File: config.mk
export PLATFORM = sky130hd
export DESIGN_NAME = axis_frame_rx
export DESIGN_NICKNAME = d
export VERILOG_FILES = /design/src/rtl/axis_frame_rx.sv
export SDC_FILE = /design/constraint.sdc
export NUM_CORES = 1
export LEC_CHECK = 0
export CAP_MARGIN = 10
export CELL_PAD_IN_SITES_DETAIL_PLACEMENT = 1
export CELL_PAD_IN_SITES_GLOBAL_PLACEMENT = 1
export CORE_MARGIN = 5
export CORE_UTILIZATION = 25
export DETAILED_ROUTE_END_ITERATION = 10
export PLACE_DENSITY = 0.64
export SLEW_MARGIN = 20
export SYNTH_ARGS = -nofsm -noshare
export SYNTH_HDL_FRONTEND = slang
export SYNTH_SLANG_ARGS = --single-unit
export TNS_END_PERCENT = 5
File: constraint.sdc
create_clock -name clk -period 6.23 [get_ports clk]
set_clock_uncertainty 0.2 [all_clocks]
set_input_delay 1.246 -clock clk [delete_from_list [all_inputs] [get_ports clk]]
set_output_delay 1.246 -clock clk [all_outputs]
set_load 0.01 [all_outputs]
File: src/rtl/axis_frame_rx.sv
// axis_frame_rx
// Receives one frame of samples from an AXI4-Stream source (DMA MM2S) and
// writes each sample into a frame memory at sequential addresses.
//
// Ports:
//   clk, rstn           clock, asynchronous active-low reset
//   Start, Abort        one-cycle control pulses (Abort wins over Start)
//   S_AXIS_*            AXI4-Stream slave (tdata/tkeep/tlast/tvalid/tready)
//   FramStall           frame-memory backpressure, gates tready only
//   FramData/FramAdd/FramEn  registered frame-memory write port (latency 1)
//   Busy                high while receiving or draining
//   Done                one-cycle pulse when a frame completes (good or bad)
//   LenErr, KeepErr     sticky error flags, cleared by Start
//   FrameCnt            completed-frame counter, wraps
module axis_frame_rx #(
   parameter int DATA_SIZE   = 12,
   parameter int LENGTH      = 32768,
   parameter int LENGTH_SIZE = 15
) (
   input  logic                   clk,
   input  logic                   rstn,
   input  logic                   Start,
   input  logic                   Abort,
   input  logic [31:0]            S_AXIS_tdata,
   input  logic [3:0]             S_AXIS_tkeep,
   input  logic                   S_AXIS_tlast,
   input  logic                   S_AXIS_tvalid,
   output logic                   S_AXIS_tready,
   input  logic                   FramStall,
   output logic [DATA_SIZE-1:0]   FramData,
   output logic [LENGTH_SIZE-1:0] FramAdd,
   output logic                   FramEn,
   output logic                   Busy,
   output logic                   Done,
   output logic                   LenErr,
   output logic                   KeepErr,
   output logic [15:0]            FrameCnt
);

   typedef enum logic [1:0] {
      ST_IDLE  = 2'd0,
      ST_RECV  = 2'd1,
      ST_DRAIN = 2'd2
   } state_t;

   // Index of the final sample of a correctly sized frame.
   localparam logic [LENGTH_SIZE:0] LAST_IDX = (LENGTH_SIZE+1)'(LENGTH - 1);

   state_t                 state_r;
   state_t                 state_s;
   logic [LENGTH_SIZE:0]   count_r;
   logic [DATA_SIZE-1:0]   fram_data_r;
   logic [LENGTH_SIZE-1:0] fram_add_r;
   logic                   fram_en_r;
   logic                   done_r;
   logic                   len_err_r;
   logic                   keep_err_r;
   logic [15:0]            frame_cnt_r;

   logic tready_s;
   logic accept_s;
   logic start_s;
   logic at_last_s;
   logic recv_acc_s;
   logic drain_acc_s;
   logic frame_end_s;
   logic len_err_set_s;
   logic unused_s;

   // Abort also closes tready in its own cycle so no beat is consumed that
   // could never be written; otherwise tready follows state and FramStall.
   assign tready_s = !Abort &&
                     (((state_r == ST_RECV) && !FramStall) || (state_r == ST_DRAIN));
   assign accept_s      = S_AXIS_tvalid && tready_s;
   assign start_s       = Start && !Abort && (state_r == ST_IDLE);
   assign at_last_s     = (count_r == LAST_IDX);
   assign recv_acc_s    = accept_s && (state_r == ST_RECV);
   assign drain_acc_s   = accept_s && (state_r == ST_DRAIN);
   assign frame_end_s   = (recv_acc_s || drain_acc_s) && S_AXIS_tlast;
   // Short frame: tlast before the final index. Long frame: final index without tlast.
   assign len_err_set_s = recv_acc_s && (S_AXIS_tlast != at_last_s);
   assign unused_s      = ^S_AXIS_tdata[31:DATA_SIZE];

   // State register.
   always_ff @(posedge clk or negedge rstn) begin
      if (!rstn) begin
         state_r <= ST_IDLE;
      end else begin
         state_r <= state_s;
      end
   end

   // Next-state logic.
   always_comb begin
      state_s = state_r;
      case (state_r)
         ST_IDLE: begin
            if (start_s) begin
               state_s = ST_RECV;
            end else begin
               state_s = ST_IDLE;
            end
         end
         ST_RECV: begin
            if (Abort) begin
               state_s = ST_IDLE;
            end else if (recv_acc_s && S_AXIS_tlast) begin
               state_s = ST_IDLE;
            end else if (recv_acc_s && at_last_s) begin
               state_s = ST_DRAIN;
            end else begin
               state_s = ST_RECV;
            end
         end
         ST_DRAIN: begin
            if (Abort) begin
               state_s = ST_IDLE;
            end else if (drain_acc_s && S_AXIS_tlast) begin
               state_s = ST_IDLE;
            end else begin
               state_s = ST_DRAIN;
            end
         end
         default: begin
            state_s = ST_IDLE;
         end
      endcase
   end

   // Frame-memory write port, Done pulse and frame counter.
   always_ff @(posedge clk or negedge rstn) begin
      if (!rstn) begin
         fram_data_r <= {DATA_SIZE{1'b0}};
         fram_add_r  <= {LENGTH_SIZE{1'b0}};
         fram_en_r   <= 1'b0;
         done_r      <= 1'b0;
         frame_cnt_r <= 16'd0;
      end else begin
         fram_en_r <= recv_acc_s;
         done_r    <= frame_end_s;
         if (recv_acc_s) begin
            fram_data_r <= S_AXIS_tdata[DATA_SIZE-1:0];
            fram_add_r  <= count_r[LENGTH_SIZE-1:0];
         end else begin
            fram_data_r <= fram_data_r;
            fram_add_r  <= fram_add_r;
         end
         if (frame_end_s) begin
            frame_cnt_r <= frame_cnt_r + 16'd1;
         end else begin
            frame_cnt_r <= frame_cnt_r;
         end
      end
   end

   // Sample counter and sticky error flags; Start clears them for a new frame.
   always_ff @(posedge clk or negedge rstn) begin
      if (!rstn) begin
         count_r    <= {(LENGTH_SIZE+1){1'b0}};
         len_err_r  <= 1'b0;
         keep_err_r <= 1'b0;
      end else if (start_s) begin
         count_r    <= {(LENGTH_SIZE+1){1'b0}};
         len_err_r  <= 1'b0;
         keep_err_r <= 1'b0;
      end else begin
         if (recv_acc_s) begin
            count_r <= count_r + {{LENGTH_SIZE{1'b0}}, 1'b1};
         end else begin
            count_r <= count_r;
         end
         if (len_err_set_s) begin
            len_err_r <= 1'b1;
         end else begin
            len_err_r <= len_err_r;
         end
         if (accept_s && (S_AXIS_tkeep != 4'hF)) begin
            keep_err_r <= 1'b1;
         end else begin
            keep_err_r <= keep_err_r;
         end
      end
   end

   assign S_AXIS_tready = tready_s;
   assign FramData      = fram_data_r;
   assign FramAdd       = fram_add_r;
   assign FramEn        = fram_en_r;
   assign Busy          = (state_r != ST_IDLE);
   assign Done          = done_r;
   assign LenErr        = len_err_r;
   assign KeepErr       = keep_err_r;
   assign FrameCnt      = frame_cnt_r;

endmodule

==> run metrics, run 1 <==
Yosys top cell by area dfrtp_1; met2 Usage GRT 18.55%; Post-synth EDFFs 0; grt total ovfl 0; Vias per Instance 4.578; Netlist cell types 42; clock share of power 43.9%; met3 Usage GRT 4.370%; Buffers on Ports 71; IO Count 92; Detail Placement HPWL 4887 um; Initial Util 25.35%; Cells after Synth 227; H-tree depth 3; n_diodes 0; Final nets 350; Clock transition at path regs 50 ps; hold_ws 265.7 ps; Reg power frac 41.4%; DRC 0; Max Fclk 221.9 MHz; Leakage 0.001767 uW; Fillers 1,246; Wirelength per Cell 15.45 um; Syn. warnings 0; CTS tree done; Sw Pwr 269.7 uW; drt pass-1 iters 4; setup violators final 0; Die H 117.2 um; Final Max Slew Viols 0; Slew @ Worst Pin 840.1 ps; WL final 7001 um; max cap viols 0; total power 1174 uW; Main synth FF type dfrtp_1; CP Capture Type output port; post-synthesis net count 272; Layout area overhead 40.71%; vias in the first global route 2,280; synthesized area 0.002870 mm^2; core area 0.01132 mm^2; Max clock buf depth 2; Final ANT Viol Nets 0; Setup CP Type in -> out; Setup crit start kind input pin; Slew HR 43.99%; Pwr per Cell Area 290.7 mW/mm^2; final hold vios 0; RSZ-0062 raised after global routing no; Internal Pwr Total 904.4 uW; Tmin final 4506 ps; Clock Sinks 65; FP Rows 39; busiest metal layer after global routing met2; combinational power share 14.7%; worst vdd ir 128.1 uV; fin cells 453; register area share after synthesis 56.67%; hold buffer count at CTS 0; Switching Fraction 22.97%; global-route wire length before repair 11,810 um; CP arrival 3060 ps; Placed Cells 437; Seq cells post-synth 65; Clock Latency Late Sink 320 ps; initial antenna violation count 0; synthesized area per cell 12.64 um^2; post-cts resize count 0; worst path required time 4780 ps; most frequent cells in the layout 70 x clkdlybuf4s50_1, 65 x dfrtp_1, 14 x xor2_1, 14 x mux2_1, 13 x mux2_2; most common cell after layout, fill and taps aside clkdlybuf4s50_1; largest net degree at the start of global routing 66; TritonCTS Buffers 9; post-synthesis async set-or-reset flop share 100.0%; run status finished clean; aggregate negative setup slack 0 ps; Area contributors post-synth dfrtp_1 57%, mux2_1 5.5%, mux2_2 5.1%; die area 0.01372 mm^2; HP Class reg -> reg; DR iter-0 viols 35; part of the cycle the worst path needs 72.32%; post-CTS setup buffers 0; met1 Use GR 13.40%; post-synth top area share 56.67%; DIE WIDTH 117.2 um; Critical Path Fanout Max 5; R2R setup slack 3730 ps; gp weighted congestion 0.7105; layout cells sized above 1 12.58%; vias 2,074; All-Layer GR Usage 11.09%; Root Buffer clkbuf_16
## area by class of cell
| type | count | area [um^2] | share of cell area [%] |
|---|---|---|---|
| sequential | 65 | 1627 | 40.27 |
| tap | 143 | 178.9 | 4.430 |
| multi-input combinational | 153 | 1191 | 29.49 |
| clock inverter | 2 | 35.03 | 0.8674 |
| timing repair buffer | 73 | 720.7 | 17.84 |
| inverter | 3 | 12.51 | 0.3098 |
| clock buffer | 14 | 274.0 | 6.784 |
## synthesized netlist by cell type (3+ instances only)
cell type and count:
nor2_1 12, a211oi_1 3, nand3_1 8, and3_1 7, and4_1 4, mux2_2 13
xnor2_1 10, xor2_1 14, nand2_1 12, dfrtp_1 65, o21ai_0 6, mux2_1 14
or3_1 7, nand4_1 11, a21oi_1 9
## critical path, stage by stage
cell and delay [ps]:
clkdlybuf4s50_1 460, or3b_1 520, a21oi_1 230, clkdlybuf4s50_1 600
## cells by family (layout without fill, tap and decap cells)
logic type      count (synthesis)  in the layout  synth area share, %
compound gates                 24             24                6.103
xor+xnor                       24             24                7.323
fa+ha+maj                       2              2               0.8717
buf+inv                         9             92                1.831
flops                          65             65                56.67
mux                            27             27                10.59
simple gates                   76             76                16.61
## path summary, 6_finish.rpt
kind                                       endpoint  cells past startpoint                startpoint
max                                   S_AXIS_tready                      4                 FramStall
min                        FrameCnt[15]$_DFFE_PN0P_                      1  FrameCnt[15]$_DFFE_PN0P_
max reg2reg                 FramData[0]$_DFFE_PN0P_                      4      state_r[1]$_DFF_PN0_
min reg2reg                FrameCnt[15]$_DFFE_PN0P_                      1  FrameCnt[15]$_DFFE_PN0P_
max in group asynchronous    FramAdd[5]$_DFFE_PN0P_                      2                      rstn
min in group asynchronous   FrameCnt[9]$_DFFE_PN0P_                      2                      rstn
## state kept, by name (all words and copies together), names as in the netlist
name	flops
Done	1
state_r	2
LenErr	1
FramAdd	15
KeepErr	1
count_r	16
FramEn	1
FramData	12
FrameCnt	16
## per-layer routing
layer | share of wire, % | up-vias
met3 | 5.5 | 10
li1 | - | 976
met4 | 1.1 | 0
met2 | 50 | 39
met5 | 0 | -
met1 | 43 | 1049
## per-stage QoR
step	area [um^2]	util, %	setup WS [ps]
2_1_floorplan	2870	-	2788
3_3_place_gp	3730	32.95	1741
3_5_place_dp	3730	32.95	1698
4_1_cts	4039	35.68	1693
5_1_grt	4039	35.68	1622
6_report	4039	35.68	1724
## power by group through the flow
stage / Sequential, uW / Combinational [uW] / Clock [uW]
5_1_grt: 492 / 188 / 551
3_3_place_gp: 492 / 175 / 0
6_report: 486 / 173 / 516
2_1_floorplan: 508 / 48.2 / 0
4_1_cts: 487 / 179 / 534
3_5_place_dp: 494 / 178 / 0
No activity file was read; power rests on OpenSTA's default activity.
==> run 2, diff against run 1 <==
- clock period: 6.23 -> 4.16 ns (I/O delays scaled with it)
==> run metrics, run 2 (synthesis results as in run 1) <==
Setup CP Type in -> out; Layout area overhead 40.54%; layout cells sized above 1 12.90%; post-CTS setup buffers 0; total power 1744 uW; Max clock buf depth 2; Initial Util 25.35%; max cap viols 0; Slew @ Worst Pin 817.3 ps; WL met3 372 um; Critical Path Fanout Max 5; Reg2Reg Depth 4; Final ANT Viol Nets 0; Clock Sinks 65; grt total ovfl 0; aggregate negative setup slack 0 ps; Root Buffer clkbuf_16; Clock Latency Late Sink 330 ps; DRC 0; global-route wire length before repair 12,160 um; hold_ws 265.6 ps; most frequent cells in the layout 70 x clkdlybuf4s50_1, 65 x dfrtp_1, 14 x xor2_1, 14 x mux2_1, 13 x mux2_2; All-Layer GR Usage 11.77%; worst vdd ir 258.9 uV; Detail Placement HPWL 5178 um; IO Count 92; worst path required time 3130 ps; Leakage 0.001766 uW; HP Class in -> async; Slew HR 45.28%; Setup crit start kind input pin; TritonCTS Buffers 9; initial antenna violation count 0; RSZ-0062 raised after global routing no; n_diodes 0; DR iter-0 viols 77; highest metal used met4; vias 2,100; part of the cycle the worst path needs 88.61%; R2R setup slack 1780 ps; hold buffer count at CTS 0; post-cts resize count 0; Pwr per Cell Area 432.4 mW/mm^2; H-tree depth 3; met2 wire len 3657 um; Final Max Slew Viols 0; largest net degree at the start of global routing 45; FP Rows 39; drt pass-1 iters 4; Tmin final 3686 ps; setup violators final 0; vias in the first global route 2,341; Vias per Instance 4.636; Die H 117.2 um; Max Fclk 271.3 MHz; CP Capture Type output port; WL final 7289 um; Clock transition at path regs 50 ps; run status finished clean; DIE WIDTH 117.2 um; CTS tree done; die area 0.01372 mm^2; Wirelength per Cell 16.09 um; core area 0.01132 mm^2; Final nets 351; final hold vios 0; M1 wire length 3114 um; Buffers on Ports 71; most common cell after layout, fill and taps aside clkdlybuf4s50_1; gp weighted congestion 0.7247; CP arrival 2650 ps
[run 2: cell types whose count changed in the layout (fill, tap and decap cells not counted)]
cell,before,now
buf_4,2,3
clkbuf_1,2,1
clkbuf_8,3,2
clkinv_2,2,3
[run 2: per-layer routing]
layer  track usage [%]  vias up
met5                 0        -
met4             4.358        0
met3             4.833       10
met2             19.38       46
met1             13.76     1072
li1                  -      972
[run 2: path summary, 6_finish.rpt]
| kind | start | endpoint |
|---|---|---|
| worst min-delay path | rstn | FrameCnt[11]$_DFFE_PN0P_ |
| worst max register to register | state_r[1]$_DFF_PN0_ | count_r[13]$_DFFE_PN0P_ |
| max in group asynchronous | rstn | FrameCnt[8]$_DFFE_PN0P_ |
| worst max-delay path | FramStall | S_AXIS_tready |
| worst min register to register | FrameCnt[15]$_DFFE_PN0P_ | FrameCnt[15]$_DFFE_PN0P_ |
| min in group clk | FrameCnt[15]$_DFFE_PN0P_ | FrameCnt[15]$_DFFE_PN0P_ |
[run 2: area by class of cell]
type,instances,area [um^2]
inverter,3,12.51
clock inverter,3,40.04
timing repair buffer,74,728.2
fill,1253,7287
multi-input combinational,153,1191
sequential,65,1627
clock buffer,12,256.5
tap,143,178.9
[run 2: power by group]
group	switching, uW	internal [uW]	leakage [uW]	total (uW)
registers	39.9	689	0.000880	729
logic	106	153	0.000737	259
clock network	265	491	0.000148	756
[run 2: metrics by stage]
step                      util, %  cells  worst slack (ps)  cell area [um^2]
after floorplan                 -    227              1546              2870
after global placement      33.01    438             501.4              3737
after detailed placement    33.01    438             480.9              3737
after CTS                   35.63    453             471.8              4034
after global routing        35.63    453             435.8              4034
final                       35.63    453             473.7              4034
[run 2: critical path, cell delays in order]
cell and delay [ps]:
clkdlybuf4s50_1 460, or3b_1 510, a21oi_1 240, clkdlybuf4s50_1 600
==> run 3, diff against run 2 <==
- CAP_MARGIN: 10 -> 20
- SETUP_SLACK_MARGIN: not set -> 0.3
==> results of run 3 <==
Same layout as run 2: the final DEF is identical, and so are final timing and power.
